[src/rtl/id_ex_stage_if.sv]
// ID/EX stage bundle: decode-side operands and control, WB bypass, pipeline
// control inputs, and the registered EX-side outputs.
interface id_ex_stage_if #(
  parameter int DATA_W = 32,
  parameter int REG_AW = 5,
  parameter int CTRL_W = 8,
  parameter int CNT_W  = 16
);
  // Decode side
  logic              id_valid;
  logic [DATA_W-1:0] id_pc;
  logic [REG_AW-1:0] id_ra;
  logic [REG_AW-1:0] id_rb;
  logic [REG_AW-1:0] id_dst;
  logic [DATA_W-1:0] id_rf_a;
  logic [DATA_W-1:0] id_rf_b;
  logic [DATA_W-1:0] id_ext;
  logic [CTRL_W-1:0] id_ctrl;
  // Write-back bypass
  logic              wb_regwrite;
  logic [REG_AW-1:0] wb_dst;
  logic [DATA_W-1:0] wb_data;
  // Pipeline control
  logic              flush;
  logic              freeze;
  logic              cnt_clr;
  // EX side
  logic              stall_if;
  logic              ex_valid;
  logic [DATA_W-1:0] ex_pc;
  logic [REG_AW-1:0] ex_ra;
  logic [REG_AW-1:0] ex_rb;
  logic [REG_AW-1:0] ex_dst;
  logic [DATA_W-1:0] ex_rf_a;
  logic [DATA_W-1:0] ex_rf_b;
  logic [DATA_W-1:0] ex_ext;
  logic [CTRL_W-1:0] ex_ctrl;
  logic [CNT_W-1:0]  stall_cnt;

  // Surrounding pipeline drives decode/WB/control and observes EX
  modport master (
    output id_valid, id_pc, id_ra, id_rb, id_dst, id_rf_a, id_rf_b, id_ext, id_ctrl,
    output wb_regwrite, wb_dst, wb_data, flush, freeze, cnt_clr,
    input  stall_if, ex_valid, ex_pc, ex_ra, ex_rb, ex_dst, ex_rf_a, ex_rf_b,
    input  ex_ext, ex_ctrl, stall_cnt
  );

  // The ID/EX stage itself
  modport slave (
    input  id_valid, id_pc, id_ra, id_rb, id_dst, id_rf_a, id_rf_b, id_ext, id_ctrl,
    input  wb_regwrite, wb_dst, wb_data, flush, freeze, cnt_clr,
    output stall_if, ex_valid, ex_pc, ex_ra, ex_rb, ex_dst, ex_rf_a, ex_rf_b,
    output ex_ext, ex_ctrl, stall_cnt
  );
endinterface

[src/rtl/id_ex_stage.sv]
// ID/EX pipeline register with load-use hazard detection, WB->ID operand
// bypass, branch/interrupt squash, global freeze and a saturating counter of
// load-use bubbles.
module id_ex_stage #(
  parameter int DATA_W = 32,
  parameter int REG_AW = 5,
  parameter int CTRL_W = 8,
  parameter int CNT_W  = 16
) (
  input  logic          clk,
  input  logic          rst_n,
  id_ex_stage_if.slave  bus
);

  localparam int CTRL_MEMTOREG = 1;

  logic              ex_valid_q, ex_valid_d;
  logic [DATA_W-1:0] ex_pc_q,    ex_pc_d;
  logic [REG_AW-1:0] ex_ra_q,    ex_ra_d;
  logic [REG_AW-1:0] ex_rb_q,    ex_rb_d;
  logic [REG_AW-1:0] ex_dst_q,   ex_dst_d;
  logic [DATA_W-1:0] ex_rf_a_q,  ex_rf_a_d;
  logic [DATA_W-1:0] ex_rf_b_q,  ex_rf_b_d;
  logic [DATA_W-1:0] ex_ext_q,   ex_ext_d;
  logic [CTRL_W-1:0] ex_ctrl_q,  ex_ctrl_d;
  logic [CNT_W-1:0]  cnt_q,      cnt_d;

  logic              hazard;
  logic              byp_a;
  logic              byp_b;
  logic [DATA_W-1:0] rf_a_fwd;
  logic [DATA_W-1:0] rf_b_fwd;

  // A load in EX whose destination feeds the ID instruction; r0 never hazards
  assign hazard = ex_valid_q & ex_ctrl_q[CTRL_MEMTOREG] & bus.id_valid &
                  (ex_dst_q != '0) &
                  ((ex_dst_q == bus.id_ra) | (ex_dst_q == bus.id_rb));

  assign bus.stall_if = hazard & ~bus.flush & ~bus.freeze;

  // The register file is read before WB writes it, so take WB data directly
  assign byp_a    = bus.wb_regwrite & (bus.wb_dst != '0) & (bus.wb_dst == bus.id_ra);
  assign byp_b    = bus.wb_regwrite & (bus.wb_dst != '0) & (bus.wb_dst == bus.id_rb);
  assign rf_a_fwd = byp_a ? bus.wb_data : bus.id_rf_a;
  assign rf_b_fwd = byp_b ? bus.wb_data : bus.id_rf_b;

  // Next-state: freeze > flush > hazard bubble > capture; clear beats increment
  always_comb begin
    ex_valid_d = ex_valid_q;
    ex_pc_d    = ex_pc_q;
    ex_ra_d    = ex_ra_q;
    ex_rb_d    = ex_rb_q;
    ex_dst_d   = ex_dst_q;
    ex_rf_a_d  = ex_rf_a_q;
    ex_rf_b_d  = ex_rf_b_q;
    ex_ext_d   = ex_ext_q;
    ex_ctrl_d  = ex_ctrl_q;
    cnt_d      = cnt_q;
    if (!bus.freeze) begin
      if (bus.flush || hazard) begin
        // Bubble: control zeroed so the hazard clears on the next cycle
        ex_valid_d = 1'b0;
        ex_pc_d    = '0;
        ex_ra_d    = '0;
        ex_rb_d    = '0;
        ex_dst_d   = '0;
        ex_rf_a_d  = '0;
        ex_rf_b_d  = '0;
        ex_ext_d   = '0;
        ex_ctrl_d  = '0;
      end else begin
        ex_valid_d = bus.id_valid;
        ex_pc_d    = bus.id_pc;
        ex_ra_d    = bus.id_ra;
        ex_rb_d    = bus.id_rb;
        ex_dst_d   = bus.id_dst;
        ex_rf_a_d  = rf_a_fwd;
        ex_rf_b_d  = rf_b_fwd;
        ex_ext_d   = bus.id_ext;
        ex_ctrl_d  = bus.id_valid ? bus.id_ctrl : '0;
      end
      if (bus.cnt_clr) begin
        cnt_d = '0;
      end else if (hazard && !bus.flush && (cnt_q != '1)) begin
        cnt_d = cnt_q + CNT_W'(1);
      end
    end
  end

  // Pipeline register and stall counter, cleared asynchronously
  always_ff @(posedge clk or negedge rst_n) begin
    if (!rst_n) begin
      ex_valid_q <= 1'b0;
      ex_pc_q    <= '0;
      ex_ra_q    <= '0;
      ex_rb_q    <= '0;
      ex_dst_q   <= '0;
      ex_rf_a_q  <= '0;
      ex_rf_b_q  <= '0;
      ex_ext_q   <= '0;
      ex_ctrl_q  <= '0;
      cnt_q      <= '0;
    end else begin
      ex_valid_q <= ex_valid_d;
      ex_pc_q    <= ex_pc_d;
      ex_ra_q    <= ex_ra_d;
      ex_rb_q    <= ex_rb_d;
      ex_dst_q   <= ex_dst_d;
      ex_rf_a_q  <= ex_rf_a_d;
      ex_rf_b_q  <= ex_rf_b_d;
      ex_ext_q   <= ex_ext_d;
      ex_ctrl_q  <= ex_ctrl_d;
      cnt_q      <= cnt_d;
    end
  end

  assign bus.ex_valid  = ex_valid_q;
  assign bus.ex_pc     = ex_pc_q;
  assign bus.ex_ra     = ex_ra_q;
  assign bus.ex_rb     = ex_rb_q;
  assign bus.ex_dst    = ex_dst_q;
  assign bus.ex_rf_a   = ex_rf_a_q;
  assign bus.ex_rf_b   = ex_rf_b_q;
  assign bus.ex_ext    = ex_ext_q;
  assign bus.ex_ctrl   = ex_ctrl_q;
  assign bus.stall_cnt = cnt_q;

endmodule
[src/flat_wrapper.sv]
// flat-port wrapper written by rule: the top's interface ports become plain ports
module id_ex_stage_flat 
#(
  parameter int DATA_W = 32,
  parameter int REG_AW = 5,
  parameter int CTRL_W = 8,
  parameter int CNT_W  = 16
)
  (clk, rst_n, bus_id_valid, bus_id_pc, bus_id_ra, bus_id_rb, bus_id_dst, bus_id_rf_a, bus_id_rf_b, bus_id_ext, bus_id_ctrl, bus_wb_regwrite, bus_wb_dst, bus_wb_data, bus_flush, bus_freeze, bus_cnt_clr, bus_stall_if, bus_ex_valid, bus_ex_pc, bus_ex_ra, bus_ex_rb, bus_ex_dst, bus_ex_rf_a, bus_ex_rf_b, bus_ex_ext, bus_ex_ctrl, bus_stall_cnt);
  id_ex_stage_if #(.DATA_W(DATA_W), .REG_AW(REG_AW), .CTRL_W(CTRL_W), .CNT_W(CNT_W)) bus_i ();
  input  logic clk;
  input  logic rst_n;
  input wire logic [$bits(bus_i.id_valid)-1:0] bus_id_valid;
  input wire logic [$bits(bus_i.id_pc)-1:0] bus_id_pc;
  input wire logic [$bits(bus_i.id_ra)-1:0] bus_id_ra;
  input wire logic [$bits(bus_i.id_rb)-1:0] bus_id_rb;
  input wire logic [$bits(bus_i.id_dst)-1:0] bus_id_dst;
  input wire logic [$bits(bus_i.id_rf_a)-1:0] bus_id_rf_a;
  input wire logic [$bits(bus_i.id_rf_b)-1:0] bus_id_rf_b;
  input wire logic [$bits(bus_i.id_ext)-1:0] bus_id_ext;
  input wire logic [$bits(bus_i.id_ctrl)-1:0] bus_id_ctrl;
  input wire logic [$bits(bus_i.wb_regwrite)-1:0] bus_wb_regwrite;
  input wire logic [$bits(bus_i.wb_dst)-1:0] bus_wb_dst;
  input wire logic [$bits(bus_i.wb_data)-1:0] bus_wb_data;
  input wire logic [$bits(bus_i.flush)-1:0] bus_flush;
  input wire logic [$bits(bus_i.freeze)-1:0] bus_freeze;
  input wire logic [$bits(bus_i.cnt_clr)-1:0] bus_cnt_clr;
  output wire logic [$bits(bus_i.stall_if)-1:0] bus_stall_if;
  output wire logic [$bits(bus_i.ex_valid)-1:0] bus_ex_valid;
  output wire logic [$bits(bus_i.ex_pc)-1:0] bus_ex_pc;
  output wire logic [$bits(bus_i.ex_ra)-1:0] bus_ex_ra;
  output wire logic [$bits(bus_i.ex_rb)-1:0] bus_ex_rb;
  output wire logic [$bits(bus_i.ex_dst)-1:0] bus_ex_dst;
  output wire logic [$bits(bus_i.ex_rf_a)-1:0] bus_ex_rf_a;
  output wire logic [$bits(bus_i.ex_rf_b)-1:0] bus_ex_rf_b;
  output wire logic [$bits(bus_i.ex_ext)-1:0] bus_ex_ext;
  output wire logic [$bits(bus_i.ex_ctrl)-1:0] bus_ex_ctrl;
  output wire logic [$bits(bus_i.stall_cnt)-1:0] bus_stall_cnt;
  assign bus_i.id_valid = bus_id_valid;
  assign bus_i.id_pc = bus_id_pc;
  assign bus_i.id_ra = bus_id_ra;
  assign bus_i.id_rb = bus_id_rb;
  assign bus_i.id_dst = bus_id_dst;
  assign bus_i.id_rf_a = bus_id_rf_a;
  assign bus_i.id_rf_b = bus_id_rf_b;
  assign bus_i.id_ext = bus_id_ext;
  assign bus_i.id_ctrl = bus_id_ctrl;
  assign bus_i.wb_regwrite = bus_wb_regwrite;
  assign bus_i.wb_dst = bus_wb_dst;
  assign bus_i.wb_data = bus_wb_data;
  assign bus_i.flush = bus_flush;
  assign bus_i.freeze = bus_freeze;
  assign bus_i.cnt_clr = bus_cnt_clr;
  assign bus_stall_if = bus_i.stall_if;
  assign bus_ex_valid = bus_i.ex_valid;
  assign bus_ex_pc = bus_i.ex_pc;
  assign bus_ex_ra = bus_i.ex_ra;
  assign bus_ex_rb = bus_i.ex_rb;
  assign bus_ex_dst = bus_i.ex_dst;
  assign bus_ex_rf_a = bus_i.ex_rf_a;
  assign bus_ex_rf_b = bus_i.ex_rf_b;
  assign bus_ex_ext = bus_i.ex_ext;
  assign bus_ex_ctrl = bus_i.ex_ctrl;
  assign bus_stall_cnt = bus_i.stall_cnt;
  id_ex_stage #(.DATA_W(DATA_W), .REG_AW(REG_AW), .CTRL_W(CTRL_W), .CNT_W(CNT_W)) u_core (.clk(clk), .rst_n(rst_n), .bus(bus_i));
endmodule
[config.mk]
export PLATFORM = sky130hd
export DESIGN_NAME = id_ex_stage_flat
export DESIGN_NICKNAME = d
export VERILOG_FILES = /design/src/rtl/id_ex_stage_if.sv /design/src/rtl/id_ex_stage.sv /design/src/flat_wrapper.sv
export SDC_FILE = /design/constraint.sdc
export NUM_CORES = 1
export LEC_CHECK = 0
export BUFFER_PORTS_ARGS = -buffer_cell sky130_fd_sc_hd__buf_2
export CAP_MARGIN = 40
export CELL_PAD_IN_SITES_DETAIL_PLACEMENT = 2
export CELL_PAD_IN_SITES_GLOBAL_PLACEMENT = 2
export CORE_MARGIN = 8
export CORE_UTILIZATION = 25
export CTS_CLUSTER_DIAMETER = 80
export DETAILED_ROUTE_END_ITERATION = 10
export HOLD_SLACK_MARGIN = 0.12
export PLACE_DENSITY_LB_ADDON = 0.1
export SYNTH_ARGS = -nofsm -noshare
export SYNTH_HDL_FRONTEND = slang
export SYNTH_SLANG_ARGS = --single-unit
[constraint.sdc]
create_clock -name clk -period 3 [get_ports clk]
set_clock_uncertainty 0.2 [all_clocks]
set_input_delay 0.45 -clock clk [delete_from_list [all_inputs] [get_ports clk]]
set_output_delay 0.45 -clock clk [all_outputs]
set_load 0.02 [all_outputs]
# Yosys cells after proc, flatten, opt, wreduce, memory -nomap -nowiden
# Index checks and enable logic that the tools add are counted.
[classes] n_addsub=1 multipliers=0 div_mod_pow=0 order_cmp=0 n_eq_ne=5 shifts=0 muxes=14 n_bitwise=12 reduce_logical=8
[ops] op="$mux W32" n=6
[ops] op="$mux W16" n=2
[ops] op="$eq A5 B5 Y1" n=4
[ops] op="$add A16 B1 Y16 const B" n=1
[ops] op="$mux W8" n=2
[ops] op="$ne A16 B16 Y1 const B" n=1
[ops] op="$mux W5" n=3
[ops] op="$reduce_bool A5 Y1" n=2
[ops] op="$and A1 B1 Y1" n=9
[ops] op="$logic_and A1 B1 Y1" n=2
[ops] op="$not A1 Y1" n=2
[ops] op="$reduce_and A2 Y1" n=1
[ops] op="$reduce_bool A2 Y1" n=1
[ops] op="$logic_not A1 Y1" n=1
[ops] op="$logic_or A1 B1 Y1" n=1
[ops] op="$mux W1" n=1
[ops] op="$or A1 B1 Y1" n=1
[totals] ff_bits=168 latch_bits=0 mem_bits_rw=0 rom_bits=0 in_bits=195 output_inout_bits=169 elab_cells=50 memories=0

# Logic depth before layout (Yosys ltp)
[depth] ltp_word=8 ltp_mapped=7 mapped_depth_nobuf=6

# Worst setup path after synthesis
# Ideal clock, no wire load.
[synth_timing] path_type="register to output" from="register u_core.ex_dst_q[1] (netlist: u_core.bus.ex_dst[1])" to="output port bus_stall_if" arrival_time_ps=1708 t_required_ps=2350 path_slack_ps=642 path_stages_with_launch=6 path_buffers=1 cell_sequence="dfrtp_1 -> xnor2_1 -> nand3_1 -> o22ai_1 -> clkbuf_1 -> and2_1"
[synth_between] elab_chain_len=5 word_cells_on_any_way=8 cone_classes="2 x eq/ne; 5 x bitwise; 1 x reduce/logical"
[synth_lines] item="start: declaration" line="id_ex_stage.sv:21" rtl="logic [REG_AW-1:0] ex_dst_q, ex_dst_d;"
[synth_lines] item="start signal: assignment" line="id_ex_stage.sv:108" rtl="ex_dst_q <= ex_dst_d;"
[synth_lines] item="$eq A5 B5 Y1 / $reduce_bool A5 Y1 (equally long branches)" line="id_ex_stage.sv:37, id_ex_stage.sv:36"
[synth_lines] item="$or A1 B1 Y1 / $and A1 B1 Y1 (equally long branches)" line="id_ex_stage.sv:37, id_ex_stage.sv:35"
[synth_lines] item="$and A1 B1 Y1 *" line="id_ex_stage.sv:36" rtl="(ex_dst_q != '0) &"
[synth_lines] item="$and A1 B1 Y1 * (2 in series)" line="id_ex_stage.sv:39" rtl="assign bus.stall_if = hazard & ~bus.flush & ~bus.freeze;"
[synth_lines] item="end: declaration" line="flat_wrapper.sv:28" rtl="output wire logic [$bits(bus_i.stall_if)-1:0] bus_stall_if;"
# Every way passes the cells marked *; elsewhere a longest branch is shown, timed or not.

# Worst setup path after layout
[layout_timing] from="register u_core.ex_dst_q[0] (netlist: u_core.bus.ex_dst[0])" to="output port bus_stall_if"
# Same word-level chain as after synthesis.

==> qor.csv <==
metric;value;unit
outcome;finished clean;
drt wl/cell;21.8;um
Clock Path Buffers;2;
number of buffers created by CTS;17;
layout cells sized above 1;36.9;%
WP data arrival;2210;ps
post-synth net total;814;
CTS tree;built;
max-cap violations;0;
drt drc;0;
vias in the first global route;8325;
Post-Syn Area per Cell;11.7;um^2
Layout area overhead;64.3;%
initial core utilization;25.3;%
post-synth top area cell;dfrtp_1;
Worst-Margin Slew;788;ps
buffers plus inverters on the worst setup path;1;
row cnt;62;
Final Hold Viols;0;
routed via count;7184;
DIE WIDTH;186;um
fin area;11900;um^2
WL final;33600;um
I/O pins;364;
peak supply drop;342;uV
Seq/Total Area, Yosys;58.2;%
PD cells;501;nW/um^2
CTS root buf;clkbuf_16;
DP HPWL;22900;um
Worst Path Required;2350;ps
fin crit share;95.3;%
Post-Route Setup TNS;0;ps
Placer Congestion;0.740;
drt first pass iters;4;
area fraction of the dominant cell type after synthesis;58.2;%
Yosys reg bits;168;
largest net degree at the start of global routing;78;
DP Area;9610;um^2
DP Cell Count;1340;
Die Area;34600;um^2
WS Path Type;reg -> out;
CTS H-Tree Depth;4;
CTS clk-pin slew, worst paths;60;ps
Post-CTS Setup Repair Bufs;0;
Clock Sinks;168;
critical path peak fanout;4;
Distinct cells, synth;44;
GR Overflow Total;0;
top cells by area, synth;dfrtp_1 58%, a22o_1 9.7%, mux2i_1 8.9%;
Critical Path Max Stage Delay;600;ps
clk_lat worst skew;430;ps
synthesized instance count;618;
drt initial violations;208;
Post-synth EDFFs;0;
clock period minus worst slack;2860;ps
first-pass GRT wire length;50900;um
Fmax;350;MHz
Layout Cells excl Fill;1541;
vias per cell;4.66;
ys async rst share;100;%
startpoint types;flop;
synthesized area;7230;um^2
PortBufs;363;
Synth warnings;0;
antenna-violating nets left;0;
hold crit path type;in -> reg;
CP Cell Sequence;or4_1 > o2111ai_4 > nor3_1 > and2_1 > buf_2;
core area;28600;um^2
RSZ-0062 raised after global routing;false;
Main synth FF type;dfrtp_1;
Min Hold Slack;133;ps
Vert. Die Dim;186;um
final setup fails;0;
CP top delay family;simple AND/OR/NAND/NOR gates;
Slowest-stage cell, CP;or4_1;
max_slew headroom;47.1;%
fin nets;1336;
CP endpoint kind;output port;
LEAKAGE;5.77;nW
initial antenna violation count;6;
Total GRT Usage;19.2;%
Slew Limit Fails;0;
-- flip-flops by register name, indices dropped and copies added (netlist names) --
name and cells:
u_core.bus.ex_rb 5, u_core.bus.ex_pc 32, u_core.bus.ex_valid 1, u_core.bus.ex_dst 5, u_core.bus.ex_ext 32, u_core.bus.ex_rf_a 32, u_core.bus.stall_cnt 16, u_core.bus.ex_ra 5
u_core.bus.ex_rf_b 32, u_core.bus.ex_ctrl 8
-- layer usage --
| metal | part of all wire [%] | track usage (%) | vias to the layer above | routed length (um) |
|---|---|---|---|---|
| li1 | - | - | 3333 | - |
| met1 | 41 | 22.5 | 3581 | 13900 |
| met2 | 49 | 33.0 | 234 | 16500 |
| met3 | 8.2 | 7.16 | 32 | 2760 |
| met4 | 1.5 | 4.70 | 4 | 498 |
| met5 | 0.074 | 0 | - | 25 |
-- final timing paths --
path / from / endpoint / slack, ps / cells past startpoint
min in group asynchronous: rst_n / u_core.bus.ex_ext[1] / 310 / 2
worst min-delay path: bus_id_ra[0] / u_core.bus.ex_ra[0] / 130 / 2
worst max-delay path: u_core.bus.ex_dst[0] / bus_stall_if / 140 / 5
worst max register to register: u_core.bus.ex_dst[0] / u_core.bus.ex_ext[20] / 440 / 6
max in group asynchronous: rst_n / u_core.bus.ex_ext[14] / 1530 / 3
worst min register to register: u_core.bus.ex_rf_b[21] / u_core.bus.ex_rf_b[21] / 280 / 2
-- layout by cell type, fill, tap and decap left out, types with 2 or more instances in the layout --
cell type / n
a21boi_0: 2
a21oi_1: 7
a22o_1: 80
a31oi_1: 13
a32o_1: 8
a41oi_1: 2
and3_1: 6
buf_12: 6
buf_2: 361
buf_4: 13
clkbuf_16: 17
clkinv_2: 3
dfrtp_1: 168
diode_2: 4
dlygate4sd3_1: 165
inv_1: 4
inv_6: 6
inv_8: 2
mux2i_1: 64
nand2_1: 69
nand3_1: 12
nand3b_1: 2
nand4_1: 3
nor2_1: 4
nor2b_1: 2
nor3_1: 6
nor4_1: 3
nor4_4: 2
o21a_1: 6
o21ai_0: 44
o21ai_1: 25
or2_2: 3
or4_1: 2
xnor2_1: 16
xor2_1: 4
-- power by group --
part	internal (mW)	total, mW	leakage [nW]	switching (mW)
clock	1.19	2.22	0.286	1.03
sequential	2.43	2.53	2.20	0.103
combinational	0.523	1.20	3.28	0.673
total	4.14	5.95	5.77	1.81
-- cell families after synthesis --
group | count (synthesis) | share of synthesized area (%)
compound gates | 199 | 19.6
flops | 168 | 58.2
simple gates | 117 | 7.60
mux | 65 | 9.02
buf+inv | 48 | 2.98
xor+xnor | 20 | 2.42
fa+ha+maj | 1 | 0.173
-- through the flow --
stage / power, mW / util, % / setup slack (ps)
after floorplan: 3.05 / - / 642
after global placement: 3.57 / 33.4 / 152
after detailed placement: 3.59 / 33.6 / 268
after CTS: 6.04 / 41.4 / 61.5
after global routing: 6.24 / 41.5 / 22.1
final: 5.95 / 41.5 / 141
-- cells in the mapped netlist (2+ instances only) --
library cell    n
dfrtp_1       168
a22o_1         80
nand2_1        69
mux2i_1        64
o21ai_0        44
clkbuf_1       28
o21ai_1        26
xnor2_1        16
a31oi_1        13
buf_2          13
nand3_1        12
a32o_1          8
a21oi_1         7
and3_1          6
nor3_1          6
o21a_1          6
inv_1           4
nor2_1          4
xor2_1          4
nand4_1         3
nor4_1          3
or2_2           3
a21boi_0        2
a41oi_1         2
buf_6           2
nand3b_1        2
nor2b_1         2
nor4_2          2
nor4b_1         2
o22ai_1         2
or4_1           2
-- repair_timing --
item,in CTS,in global routing
setup endpoints to repair,1,1
hold buffers,165,0
pin swaps,0,0
resized for setup,1,2
endpoints found under the hold margin,181,0
-- layout make-up --
cell class,count,area (um^2)
fill,3034,16700
clock buffer,18,439
tap,384,480
inverter,4,15.0
antenna,4,10.0
sequential,168,4200
timing repair buffer,547,3710
clock inverter,14,136
multi-input combinational,402,2880
(Power assumes the default switching activity.)
